===== src/rtl/pooling_result_buffer.sv =====
// pooling_result_buffer: ping-pong buffer that collects pooled rows into
// per-feature maps and streams each complete map out row by row.
// Latency: 1 cycle from the last input row of a map to output_valid when that bank is next to drain.
// Backpressure: input_ready drops while the write bank is full; a row offered then is dropped and overflow latches.
// Ports: write side  input_valid/input_ready, feature_idx, feature_row, data_in
//        read side   output_valid/output_ready, out_feature_idx, out_row, out_last, data_out
//        status      overflow (sticky until reset)
module pooling_result_buffer #(
  parameter int DATA_WIDTH    = 32,
  parameter int OUTPUT_SIZE   = 3,
  parameter int FEATURE_WIDTH = 3,
  parameter int ROW_WIDTH     = 3
) (
  input  logic                              clk,
  input  logic                              rst_n,
  input  logic                              input_valid,
  output logic                              input_ready,
  input  logic [FEATURE_WIDTH-1:0]          feature_idx,
  input  logic [ROW_WIDTH-1:0]              feature_row,
  input  logic [OUTPUT_SIZE*DATA_WIDTH-1:0] data_in,
  output logic                              output_valid,
  input  logic                              output_ready,
  output logic [FEATURE_WIDTH-1:0]          out_feature_idx,
  output logic [ROW_WIDTH-1:0]              out_row,
  output logic                              out_last,
  output logic [OUTPUT_SIZE*DATA_WIDTH-1:0] data_out,
  output logic                              overflow
);

  localparam int RW = OUTPUT_SIZE * DATA_WIDTH;
  localparam logic [ROW_WIDTH-1:0] LAST_ROW = ROW_WIDTH'(OUTPUT_SIZE - 1);

  // Two banks of OUTPUT_SIZE rows each, with a full flag and latched feature index per bank.
  logic [RW-1:0]            mem_q [2][OUTPUT_SIZE];
  logic [FEATURE_WIDTH-1:0] idx_q [2];
  logic [1:0]               full_q, full_d;
  logic                     wr_bank_q, wr_bank_d;
  logic                     rd_bank_q, rd_bank_d;
  logic [ROW_WIDTH-1:0]     rd_row_q, rd_row_d;
  logic                     overflow_q, overflow_d;

  logic row_ok, wr_fire, wr_last, rd_fire, rd_last;

  assign input_ready = ~full_q[wr_bank_q];
  // Out-of-range rows are silently discarded; they do not touch any state.
  assign row_ok      = (feature_row <= LAST_ROW);
  assign wr_fire     = input_valid & input_ready & row_ok;
  assign wr_last     = wr_fire & (feature_row == LAST_ROW);

  assign output_valid    = full_q[rd_bank_q];
  assign out_row         = rd_row_q;
  assign out_last        = (rd_row_q == LAST_ROW);
  assign out_feature_idx = idx_q[rd_bank_q];
  assign overflow        = overflow_q;
  assign rd_fire         = output_valid & output_ready;
  assign rd_last         = rd_fire & out_last;

  // Row select by comparison keeps the row index width independent of OUTPUT_SIZE.
  always_comb begin
    data_out = '0;
    for (int r = 0; r < OUTPUT_SIZE; r++) begin
      if (rd_row_q == ROW_WIDTH'(r)) data_out = mem_q[rd_bank_q][r];
    end
  end

  // A fill of one bank and a drain of the other can complete on the same edge.
  // The write bank can never equal a bank being drained (one is empty, one full),
  // so the two updates never collide. A freed bank is only seen next cycle.
  always_comb begin
    full_d = full_q;
    if (wr_last) full_d[wr_bank_q] = 1'b1;
    if (rd_last) full_d[rd_bank_q] = 1'b0;
    wr_bank_d  = wr_bank_q ^ wr_last;
    rd_bank_d  = rd_bank_q ^ rd_last;
    rd_row_d   = rd_row_q;
    if (rd_fire) rd_row_d = out_last ? '0 : rd_row_q + 1'b1;
    overflow_d = overflow_q | (input_valid & ~input_ready);
  end

  always_ff @(posedge clk or negedge rst_n) begin
    if (!rst_n) begin
      full_q     <= '0;
      wr_bank_q  <= 1'b0;
      rd_bank_q  <= 1'b0;
      rd_row_q   <= '0;
      overflow_q <= 1'b0;
    end else begin
      full_q     <= full_d;
      wr_bank_q  <= wr_bank_d;
      rd_bank_q  <= rd_bank_d;
      rd_row_q   <= rd_row_d;
      overflow_q <= overflow_d;
    end
  end

  always_ff @(posedge clk or negedge rst_n) begin
    if (!rst_n) begin
      for (int b = 0; b < 2; b++) begin
        idx_q[b] <= '0;
        for (int r = 0; r < OUTPUT_SIZE; r++) mem_q[b][r] <= '0;
      end
    end else if (wr_fire) begin
      // Row 0 names the map; later rows inherit it regardless of their feature_idx.
      if (feature_row == '0) idx_q[wr_bank_q] <= feature_idx;
      for (int r = 0; r < OUTPUT_SIZE; r++) begin
        if (feature_row == ROW_WIDTH'(r)) mem_q[wr_bank_q][r] <= data_in;
      end
    end
  end

endmodule


===== config.mk =====
export PLATFORM = sky130hd
export DESIGN_NAME = pooling_result_buffer
export DESIGN_NICKNAME = d
export VERILOG_FILES = /design/src/rtl/pooling_result_buffer.sv
export SDC_FILE = /design/constraint.sdc
export NUM_CORES = 1
export LEC_CHECK = 0
export ABC_CLOCK_PERIOD_IN_PS = 2070
export CAP_MARGIN = 40
export CORE_AREA = 2 2 235 237
export CTS_BUF_LIST = sky130_fd_sc_hd__clkbuf_16
export DETAILED_ROUTE_END_ITERATION = 8
export DIE_AREA = 0 0 237 239
export GPL_TIMING_DRIVEN = 0
export PLACE_DENSITY = 0.74
export SETUP_SLACK_MARGIN = 0.3
export SLEW_MARGIN = 20
export SYNTH_ARGS = -nofsm -noshare
export SYNTH_HDL_FRONTEND = slang
export SYNTH_SLANG_ARGS = --single-unit

===== constraint.sdc =====
create_clock -name clk -period 2.07 [get_ports clk]
set_input_delay 0.5175 -clock clk [delete_from_list [all_inputs] [get_ports clk]]
set_output_delay 0.5175 -clock clk [all_outputs]
set_load 0.01 [all_outputs]

# == Yosys cells after proc, flatten, opt, wreduce, memory -nomap -nowiden ==
# Cells that the tools add are included.
# Widths: inputs -> output; s select.
# totals
regBits,590
elab_cells,84
# classes
addsub,1
magnitude_cmp,8
n_eq_ne,4
muxes,37
bitwise,15
n_reduce_logical,6
# op_table
operator,count
$mux 576,5
$bwmux 576,3
$mux 288,4
$demux 288 s1,3
$mux 96,4
$mux 192,1
$mux 3,5
$and 1x1->1,6
$bwmux 6,1
$eq 3x1->1 const B,2
$eq 3x2->1 const B,2
$logic_not 3->1,2
$mux 1,6
$ge 2x2->1 const B,2
$lt 1x2->1 const B,2
$mux 2,2
$not 1->2,2
$add 3x1->3 const B,1
$demux 3 s1,1
$le 3x2->1 const B,1
$logic_and 1x1->1,3
$and 2x2->2,1
$demux 1 s1,2
$ge 1x1->1 const B,2
other kinds (7),8

# == Depth between registers and ports, before layout ==
# Gate-level depths: netlist of the first run.
# depth
ltp_word,13
depth_mapped,6
ltp_nobuf,4

# == Worst setup path after synthesis of the first run ==
# No wires, ideal clock.
# synth_path
path_type,flip-flop to output port
start,"register rd_row_q[1], in the netlist out_row[1]"
end,output data_out[55]
arrival_ns,1.688
setup_slack_ns,-0.136
path_stages_with_launch,7
n_path_buf,3
path_cell_list,dfrtp_1 -> buf_2 -> nor3b_2 -> buf_2 -> buf_1 -> nand2_1 -> a22oi_1
# synth_between
elab_chain_cells,4
elab_cells_between_ends,6
classes_between,eq/ne (2); mux (3); reduce/logical (1)
# synth_rtl
element,line_no,text
"start, declared",39,"logic [ROW_WIDTH-1:0] rd_row_q, rd_row_d;"
"start signal, assigned",91,rd_row_q <= rd_row_d;
$logic_not 3->1,62,if (rd_row_q == ROW_WIDTH'(r)) data_out = mem_q[rd_bank_q][r];
$mux 96 (2 in a row),62,
$mux 96 *,62,
"end, declared",26,"output logic [OUTPUT_SIZE*DATA_WIDTH-1:0] data_out,"
# Mark *: on every way between the ends. The rest lies on a longest branch, timed or not.

# == Final worst setup path of the first run ==
# layout_path
start,"register rd_row_q[1], in the netlist out_row[1]"
end,output data_out[93]
# Same word-level chain as after synthesis.

==> results of run 1 <==
[worst max path at each step]
stage	from	endpoint	slack (ns)	cells after the start
global placement	rst_n	mem_q[156]	-24.46	1
detailed placement	feature_row[2]	idx_q[0]	-1.15	6
finish	out_row[1]	data_out[93]	-0.79	8
floorplan	out_row[1]	data_out[52]	0.18	5
global route	out_row[1]	data_out[94]	-0.85	8
CTS	out_row[1]	data_out[71]	-0.81	8
[cells in the mapped netlist (all sizes together) (2+ instances only)]
cell / number / area [um^2]
mux2: 777 / 8750
dfrtp: 590 / 14760
nand2: 103 / 391.6
o21ai: 99 / 495.5
mux2i: 98 / 980.9
a22oi: 96 / 720.7
buf: 81 / 385.4
clkbuf: 54 / 202.7
inv: 6 / 22.52
nor2b: 3 / 18.77
nor3b: 3 / 27.52
a21oi: 2 / 10.01
nor2: 2 / 7.510
o41ai: 2 / 17.52
[logic make-up (layout without fill, tap and decap cells)]
kind of cell / Yosys count / after routing / share of synthesized area
multiplexers: 875 / 875 / 0.3619
AO/OA/AOI/OAI: 202 / 202 / 0.04705
XOR/XNOR: 1 / 1 / 0.0003258
buffers and inverters: 141 / 584 / 0.02271
flip-flops: 590 / 590 / 0.5492
other: 0 / 3 / 0
AND/OR/NAND/NOR: 117 / 117 / 0.01880
[worst max-delay path: cells and delay by family, from the launching register on]
kind,cells,cell delay [ns]
AOI/OAI and AO/OA,1,0.23
DFF,1,0.41
and+or+nand+nor,2,0.28
buffers and inverters,5,0.80
[layer usage]
metal	part of all wire	up-vias	global-route usage	routed length, um
met5	0.00083	-	0	60
met4	0.028	10	0.09474	2038
met3	0.041	129	0.04307	2940
met2	0.50	352	0.4249	36300
met1	0.43	9178	0.3272	31200
li1	-	7842	-	-
[cell type report]
| type | instances | area share |
|---|---|---|
| diodes | 3 | 0.0002096 |
| plain buffers | 135 | 0.05381 |
| clock buffers | 68 | 0.04752 |
| clock inverters | 49 | 0.008630 |
| inverters | 6 | 0.0006289 |
| multi-input cells | 1195 | 0.3556 |
| flip-flops and latches | 590 | 0.4125 |
| well taps | 704 | 0.02460 |
| repair buffers | 326 | 0.09658 |
[flip-flops by register name, summed over array words and instances (netlist names)]
register and count:
wr_bank_q 1, idx_q 6, mem_q 576, overflow 1, rd_bank_q 1, full_q 2
out_row 3
[repair_timing]
action                                 4_1_cts  5_1_grt
cloned                                      18       16
endpoints found under the hold margin       54       54
resized for setup                          867      236
pin swaps                                   65       49
setup endpoints to repair                  695      561
buffers inserted                            58       17
[layout by cell type (no fill, tap or decap), drive strengths merged]
cell type	synthesis	final
mux2	777	777
dfrtp	590	590
buf	81	294
clkbuf	54	129
nand2	103	103
clkdlybuf4s50	0	101
o21ai	99	99
mux2i	98	98
a22oi	96	96
inv	6	28
clkinv	0	24
diode	0	3
bufinv	0	3
dlygate4sd2	0	3
nor3b	3	3
nor2b	3	3
a21oi	2	2
o41ai	2	2
bufbuf	0	2
nor2	2	2
nor4b	1	1
o21bai	1	1
and3	1	1
a31oi	1	1
nand2b	1	1
and4bb	1	1
o31ai	1	1
nand3	1	1
nand4	1	1
xnor2	1	1
[power groups by stage]
| stage | clock, mW | sequential, mW | combinational, mW |
|---|---|---|---|
| floorplan | 0 | 19.0 | 14.7 |
| CTS | 11.2 | 19.7 | 24.0 |
| detailed placement | 0 | 19.9 | 21.7 |
| finish | 11.0 | 19.9 | 25.7 |
| global placement | 0 | 19.6 | 21.1 |
| global route | 11.7 | 20.5 | 27.3 |
==> flow_metrics.tcl, run 1 <==
set metrics [dict create \
    fin_setup_tns_ns -71.43 \
    power_density_nw_per_um2 1581 \
    cts_root_buffer "clkbuf_16" \
    place_worst_setup_slack_ns -1.146 \
    floorplan.initialDensity 0.4948 \
    track_usage 0.2519 \
    fmax_ghz 0.3496 \
    die_h_um 239 \
    grt_antenna_before_repair 8 \
    post_layout_nonfiller_instances 3076 \
    netlist_instances 1926 \
    chip_width_um 237 \
    die-area_um2 56640 \
    failed_checks "negative hold slack, negative setup slack" \
    ys.warnings.count 0 \
    cp_data_required_time_ns 1.55 \
    hold_ws_ns -0.1631 \
    run_status "finished with violations" \
    drive_gt1_frac 0.6036 \
    final_hold_viol_count 54 \
    worst_path_largest_cell_delay_ns 0.41 \
    cts.path.max_buffers 3 \
    rrSetupSlack_ns -0.03 \
    finalSetupViolations 107 \
    route.antenna.remaining_nets 0 \
    cts.clk_slew.worst_paths_ns 0.06 \
    timing.max_cap.violations 0 \
    switching_power_mw 18.67 \
    number_of_filler_cells_placed_in_the_layout 3783 \
    rr_endpoint "mem_q[440]" \
    drcViolationCount 0 \
    ys_dominant_reg_cell "dfrtp_1" \
    power_mw 56.61 \
    static-leakage-power_nw 17.13 \
    cts_buffers 67 \
    fin_skew_ns 0.02930 \
    worst_hold_path_type "in -> async" \
    via_per_inst 5.693 \
    vdd.ir_drop.worst_v 0.0007517 \
    critPathCaptureType "output port" \
    globalplace.congestion 0.7841 \
    coreArea_um2 54340 \
    crit_path_max_fanout 7 \
    tritoncts_clock_tree "built" \
    tritoncts_num_sinks 590 \
    seq_power_share 0.351 \
    setup_slack_ns -0.7903 \
    syn_nets 2032 \
    slew_headroom 0.5600 \
    tightestPinTransition_ns 0.6600 \
    power_switching_share 0.3297 \
    average_wire_length_per_cell_after_detail_routing_um 23.58 \
    std_cell_rows 86 \
    crit_chain "buf_12, nor3b_4, buf_6, buf_12, buf_12, nand2_2, a22oi_2, buf_2" \
    netlist_area_um2 26880 \
    area.sequential_um2 14770 \
    dr_total_vias 17511 \
    number_of_synthesized_flops_with_an_enable_pin 0 \
    grt_pass1_vias 19048 \
    finalCoreUtilization 0.6590 \
    timing_max_transition_violations_final 0 \
    worst_r2r_startpoint "wr_bank_q" \
    flow.area_growth_from_synthesis_pct 33.20 \
    layout_min_cycle_time_ns 2.860 \
    grt_pass1_wl_um 110000 \
    cpMostUsedCell "buf_12" \
    initialDrtViolationCount 884 \
    synth-seq-cells 590 \
    rsz0062_at_grt "true" \
    drt_pass1_iterations 4 \
    floorplan.io_pins 212 \
    synthDistinctLibCells 28 \
    worst-setup-path-type "reg -> out" \
    synthArstFlopShare 1.000 \
    final_area_um2 35810 \
    multi_input_area_um2 12730 \
    dp_cells 2847 \
    arrival_ns 2.34 \
    placed_cell_area_um2 30650 \
    portBuffers 211 \
    min_period_over_period 1.382 \
    seq_area_frac_synth 0.5492 \
    ff2ff_path_depth 8 \
    dpl_hpwl_um 44190 \
    worstSkewPairLatency_ns 0.61 \
    routed_wl_um 72540 \
    power.share.clock 0.195 \
    power.combinational.fraction 0.455 \
    largest_net_degree_at_the_start_of_global_routing 105 \
    globalRoute.totalOverflow 0 \
    startpoint_type "flop" \
    synth_area_per_cell_um2 13.96 \
    nets 2427 \
    htree_levels 3 \
    critPathSlowestCell "dfrtp_1" \
    cell_internal_pwr_mw 37.94 \
]
(Power assumes the default switching activity.)
==> run 2, diff against run 1 <==
--- a/config.mk
+++ b/config.mk
@@ -5,12 +5,13 @@
 export SDC_FILE = /design/constraint.sdc
 export NUM_CORES = 1
 export LEC_CHECK = 0
+export ABC_AREA = 1
 export ABC_CLOCK_PERIOD_IN_PS = 2070
 export CAP_MARGIN = 40
-export CORE_AREA = 2 2 235 237
+export CORE_AREA = 2 2 241 243
 export CTS_BUF_LIST = sky130_fd_sc_hd__clkbuf_16
 export DETAILED_ROUTE_END_ITERATION = 8
-export DIE_AREA = 0 0 237 239
+export DIE_AREA = 0 0 243 245
 export GPL_TIMING_DRIVEN = 0
 export PLACE_DENSITY = 0.74
 export SETUP_SLACK_MARGIN = 0.3
==> run 2 against run 1 <==
The run still ends with negative hold slack, negative setup slack left. Critical path depth rose by 3. Clock skew fell by 0.013 ns. Synthesized cell count rose by 100%. Final cell count rose by 67%. Synthesized area rose by 5.2%. Sequential power fell by 25%. Utilization rose by 1.4 points. Critical path type unchanged. Critical endpoint is now data_out[1].
==> flow_metrics.tcl, run 2 <==
set metrics [dict create \
    most_instantiated_library_cell_after_synthesis "nand2_1" \
    static-leakage-power_nw 21.74 \
    hold_ws_ns -0.1249 \
    number_of_synthesized_flops_with_an_enable_pin 0 \
    worstSkewPairLatency_ns 0.60 \
    dpl_hpwl_um 63130 \
    cts.clk_slew.worst_paths_ns 0.06 \
    chip_width_um 243 \
    critPathCaptureType "output port" \
    slew_headroom 0.5824 \
    number_of_filler_cells_placed_in_the_layout 4689 \
    nets 4445 \
    fin_skew_ns 0.01673 \
    failed_checks "negative hold slack, negative setup slack" \
    fmax_ghz 0.3618 \
    synthDominantCellAreaShare 0.5220 \
    netlist_instances 3933 \
    finalCoreUtilization 0.6726 \
    grt_pass1_vias 26496 \
    htree_levels 3 \
    die-area_um2 59540 \
    startpoint_type "flop" \
    cts_buffers 66 \
    layout_common_cells "2201 x nand2_1, 585 x dfrtp_1, 576 x nand3_1, 138 x buf_6, 113 x clkbuf_16" \
    crit_chain "inv_2, or2_4, nor2_4, buf_12, buf_12, buf_6, buf_12, buf_8, nand2_4, nand3_4, buf_6" \
    std_cell_rows 88 \
    syn_nets 4039 \
    synth_area_leader_cell "dfrtp_1" \
    route.antenna.remaining_nets 0 \
    final_hold_viol_count 63 \
    cts.path.max_buffers 3 \
    power_mw 41.00 \
    initialDrtViolationCount 3048 \
    run_status "finished with violations" \
    ys.warnings.count 0 \
    synth_area_per_cell_um2 7.191 \
    seq_power_share 0.363 \
    drive_gt1_frac 0.1894 \
    ys_dominant_reg_cell "dfrtp_1" \
    flow.area_growth_from_synthesis_pct 35.63 \
    coreArea_um2 57030 \
    rsz0062_at_grt "true" \
    largest_reg_flops 576 \
    crit_path_max_fanout 5 \
    power_switching_share 0.3510 \
    tritoncts_clock_tree "built" \
    power_density_nw_per_um2 1069 \
    dr_total_vias 28264 \
    netlist_area_um2 28280 \
    dp_cells 4918 \
    synthDistinctLibCells 19 \
    track_usage 0.3193 \
    cpMostUsedCell "buf_12" \
    timing.max_cap.violations 0 \
    timing_max_transition_violations_final 0 \
    average_wire_length_per_cell_after_detail_routing_um 19.14 \
    post_layout_nonfiller_instances 5148 \
    cts_root_buffer "clkbuf_16" \
    cell_internal_pwr_mw 26.61 \
    drcViolationCount 0 \
    place_worst_setup_slack_ns -1.591 \
    largest_register "mem_q" \
    switching_power_mw 14.39 \
    seq_area_frac_synth 0.5220 \
    critPathSlowestCell "dfrtp_2" \
    globalRoute.totalOverflow 0 \
    synth-seq-cells 590 \
    cp_data_required_time_ns 1.55 \
    worst_path_largest_cell_delay_ns 0.39 \
    routed_wl_um 98510 \
    layout_min_cycle_time_ns 2.764 \
    die_h_um 245 \
    synthTopCellsByCount "2343 x nand2_1, 681 x nand3_1, 590 x dfrtp_1" \
    min_period_over_period 1.335 \
    path_delay_family "buffers and inverters" \
    portBuffers 211 \
    synthArstFlopShare 1.000 \
    globalplace.congestion 0.8651 \
    vdd.ir_drop.worst_v 0.0008000 \
    floorplan.initialDensity 0.4959 \
    tritoncts_num_sinks 590 \
    tightestPinTransition_ns 0.6264 \
    grt_antenna_before_repair 2 \
    finalSetupViolations 101 \
    drt_pass1_iterations 6 \
    arrival_ns 2.25 \
    power.combinational.fraction 0.352 \
    floorplan.io_pins 212 \
    grt_pass1_wl_um 149100 \
    worstPathBufferInverterCount 7 \
    setup_slack_ns -0.6943 \
    via_per_inst 5.490 \
    power.share.clock 0.285 \
    post_synth_main_area_contributors "dfrtp_1 52%, nand2_1 31%, nand3_1 12%" \
    largest_net_degree_at_the_start_of_global_routing 92 \
    worst-setup-path-type "reg -> out" \
    final_common_cell "nand2_1" \
    worst_hold_path_type "in -> async" \
]
## run 2: cell families (layout without fill, tap and decap cells)
kind of cell              count (synthesis)  count (layout)  synth area share
xor gates and xnor gates                  1               1         0.0003097
AOI/OAI and AO/OA                         9               9          0.001681
DFF                                     590             590            0.5220
buffers and inverters                   291             739           0.04158
and+or+nand+nor                        3042            3043            0.4344
other                                     0               1                 0
## run 2: area by class of cell
cell class              instances  area (um^2)  share of cell area
inverters                      11        56.30            0.001468
plain buffers                 279         2716             0.07081
clock inverters                42        366.6            0.009557
clock buffers                  69         1727             0.04501
multi-input cells            3053        13660              0.3560
well taps                     765        957.2             0.02495
repair buffers                338         4109              0.1071
diodes                          1        2.502          0.00006523
flip-flops and latches        590        14770              0.3850
## run 2: metrics by stage
step	setup TNS (ns)	instance area (um^2)	hold WS, ns
after CTS	-61.77	36530	-0.1283
after global placement	-	31730	0.4528
after global routing	-67.37	38360	-0.1019
after floorplan	0	28660	0.2219
after detailed placement	-666.97	31960	0.4582
final	-61.67	38360	-0.1249
## run 2: layer usage
metal,part of all wire,GRT usage
met1,0.41,0.4383
met4,0.048,0.1386
met5,0.00012,0
met2,0.46,0.4932
met3,0.083,0.06582
## run 2: path summary, 6_finish.rpt
| kind | start | endpoint | slack (ns) | cells past startpoint |
|---|---|---|---|---|
| max | out_row[0] | data_out[1] | -0.69 | 11 |
| max in group asynchronous | rst_n | mem_q[63] | 0.62 | 4 |
| min reg2reg | mem_q[498] | mem_q[498] | 0.47 | 2 |
| min | rst_n | mem_q[210] | -0.12 | 1 |
| max reg2reg | wr_bank_q | mem_q[238] | 0.16 | 11 |
| min in group clk | input_valid | overflow | 0.46 | 3 |
## run 2: power groups by stage
| stage | Sequential, mW | Combinational [mW] | Clock [mW] |
|---|---|---|---|
| 6_report | 14.9 | 14.4 | 11.7 |
| 5_1_grt | 15.1 | 15.5 | 12.2 |
| 4_1_cts | 14.8 | 12.6 | 11.7 |
| 3_5_place_dp | 14.9 | 9.78 | 0 |
| 3_3_place_gp | 15.0 | 9.49 | 0 |
| 2_1_floorplan | 14.7 | 5.90 | 0 |
## run 2: repair_timing
item / in CTS / in global routing
resized for setup: 913 / 413
endpoints found under the hold margin: 63 / 63
cloned: 9 / 19
buffers inserted: 56 / 35
endpoints found under the setup margin: 692 / 672
pin swaps: 59 / 86
==> run 3, diff against run 2 <==
--- a/config.mk
+++ b/config.mk
@@ -15,6 +15,7 @@
 export GPL_TIMING_DRIVEN = 0
 export PLACE_DENSITY = 0.74
 export SETUP_SLACK_MARGIN = 0.3
+export SKIP_CTS_REPAIR_TIMING = 1
 export SLEW_MARGIN = 20
 export SYNTH_ARGS = -nofsm -noshare
 export SYNTH_HDL_FRONTEND = slang
==> run 3 against run 2 <==
Utilization is 4.0 points lower. Critical path type unchanged. Via count is 2.8% lower. The flow still finishes with violations (negative hold slack, negative setup slack). Fmax is 0.76% higher. Register-to-register slack worse by 0.55 ns. Total power is 5.5% lower. Clock power hardly changed. Clock skew is 0.0038 ns higher. Count of clock-buffer cells in the layout stayed put.
==> flow_metrics.tcl, run 3 (synthesized netlist as in run 2, its figures left out) <==
set metrics [dict create \
    layout_common_cells "2278 x nand2_1, 627 x nand3_1, 587 x dfrtp_1, 105 x clkdlybuf4s50_1, 92 x clkbuf_1" \
    power_mw 38.75 \
    track_usage 0.3070 \
    grt_antenna_before_repair 0 \
    largest_register "mem_q" \
    cts.clk_slew.worst_paths_ns 0.06 \
    place_worst_setup_slack_ns -1.591 \
    worst-setup-path-type "reg -> out" \
    initialDrtViolationCount 2725 \
    fmax_ghz 0.3645 \
    timing_max_transition_violations_final 0 \
    arrival_ns 2.23 \
    worstSkewPairLatency_ns 0.61 \
    timing.max_cap.violations 0 \
    cts_buffers 66 \
    fin_setup_tns_ns -94.45 \
    min_period_over_period 1.325 \
    ff2ff_path_depth 9 \
    number_of_filler_cells_placed_in_the_layout 5092 \
    layout_min_cycle_time_ns 2.743 \
    run_status "finished with violations" \
    hold_ws_ns -0.1339 \
    floorplan.io_pins 212 \
    globalRoute.totalOverflow 0 \
    die-area_um2 59540 \
    critPathCaptureType "output port" \
    rsz0062_at_grt "true" \
    crit_path_max_fanout 5 \
    coreArea_um2 57030 \
    cp_data_required_time_ns 1.55 \
    setup_slack_ns -0.6735 \
    routed_wl_um 93800 \
    power_density_nw_per_um2 1074 \
    drive_gt1_frac 0.1286 \
    grt_pass1_vias 25565 \
    rr_endpoint "mem_q[311]" \
    tritoncts_num_sinks 590 \
    chip_width_um 243 \
    finalCoreUtilization 0.6324 \
    grt_pass1_wl_um 143600 \
    drt_pass1_iterations 6 \
    std_cell_rows 88 \
    vdd.ir_drop.worst_v 0.0007189 \
    largest_reg_flops 576 \
    htree_levels 3 \
    tritoncts_clock_tree "built" \
    flow.area_growth_from_synthesis_pct 27.52 \
    average_wire_length_per_cell_after_detail_routing_um 18.44 \
    via_per_inst 5.399 \
    dr_total_vias 27467 \
    slew_headroom 0.4259 \
    cts.path.max_buffers 3 \
    startpoint "out_row[0]" \
    portBuffers 211 \
    rrSetupSlack_ns -0.39 \
    drcViolationCount 0 \
    dpl_hpwl_um 63130 \
    fin_skew_ns 0.02058 \
    tightestPinTransition_ns 0.8612 \
    finalSetupViolations 305 \
    cts_root_buffer "clkbuf_16" \
    final_hold_viol_count 63 \
    nets 4385 \
    route.antenna.remaining_nets 0 \
    startpoint_type "flop" \
    die_h_um 245 \
    globalplace.congestion 0.8651 \
    floorplan.initialDensity 0.4959 \
    worst_r2r_startpoint "wr_bank_q" \
    worst_hold_path_type "in -> async" \
    final_common_cell "nand2_1" \
    static-leakage-power_nw 20.90 \
    largest_net_degree_at_the_start_of_global_routing 92 \
    failed_checks "negative hold slack, negative setup slack" \
    antennaDiodeCount 0 \
]
run 3: cell type report:
cell class	instances	area, um^2	area share
clock inverter	42	366.6	0.01016
multi-input combinational	3052	13090	0.3629
clock buffer	69	1727	0.04787
inverter	11	58.81	0.001630
buffer	280	1919	0.05322
tap	765	957.2	0.02654
timing repair buffer	278	3182	0.08822
sequential	590	14770	0.4095
run 3: where the power goes:
group / internal [mW] / total [mW] / switching (mW)
combinational: 4.55 / 12.3 / 7.72
sequential: 13.6 / 14.8 / 1.19
clock: 6.87 / 11.7 / 4.79
run 3: worst max-delay path by stage:
stage / endpoint / slack (ns) / depth (start not counted)
detailed placement: mem_q[285] / -1.59 / 9
floorplan: data_out[55] / 0.29 / 7
finish: data_out[59] / -0.67 / 9
global placement: out_row[1] / -28.35 / 1
CTS: data_out[94] / -1.72 / 6
global route: data_out[59] / -0.74 / 9
run 3: per-stage QoR:
stage               area, um^2  hold WS, ns  instances
finish                   36070      -0.1339       5087
global route             36070      -0.1067       5087
CTS                      34060      -0.1283       5029
detailed placement       31960       0.4582       4918
global placement         31730       0.4528       4909
floorplan                28660       0.2219       3933
run 3: routing by layer:
layer	wire length (um)	share of wire	track usage	vias up
met1	40540	0.43	0.4375	13184
met4	3140	0.033	0.1191	0
li1	-	-	-	13041
met2	42840	0.46	0.4671	1084
met3	7285	0.078	0.05631	158
met5	0	0	0	-
run 3: critical path: stages (launching register included):
cell       delay, ns
dfrtp_2         0.42
inv_2           0.05
or2_4           0.26
nor2_4          0.15
buf_12          0.17
buf_16          0.16
clkbuf_16       0.17
nand2_4         0.06
nand3_4         0.07
buf_6           0.10
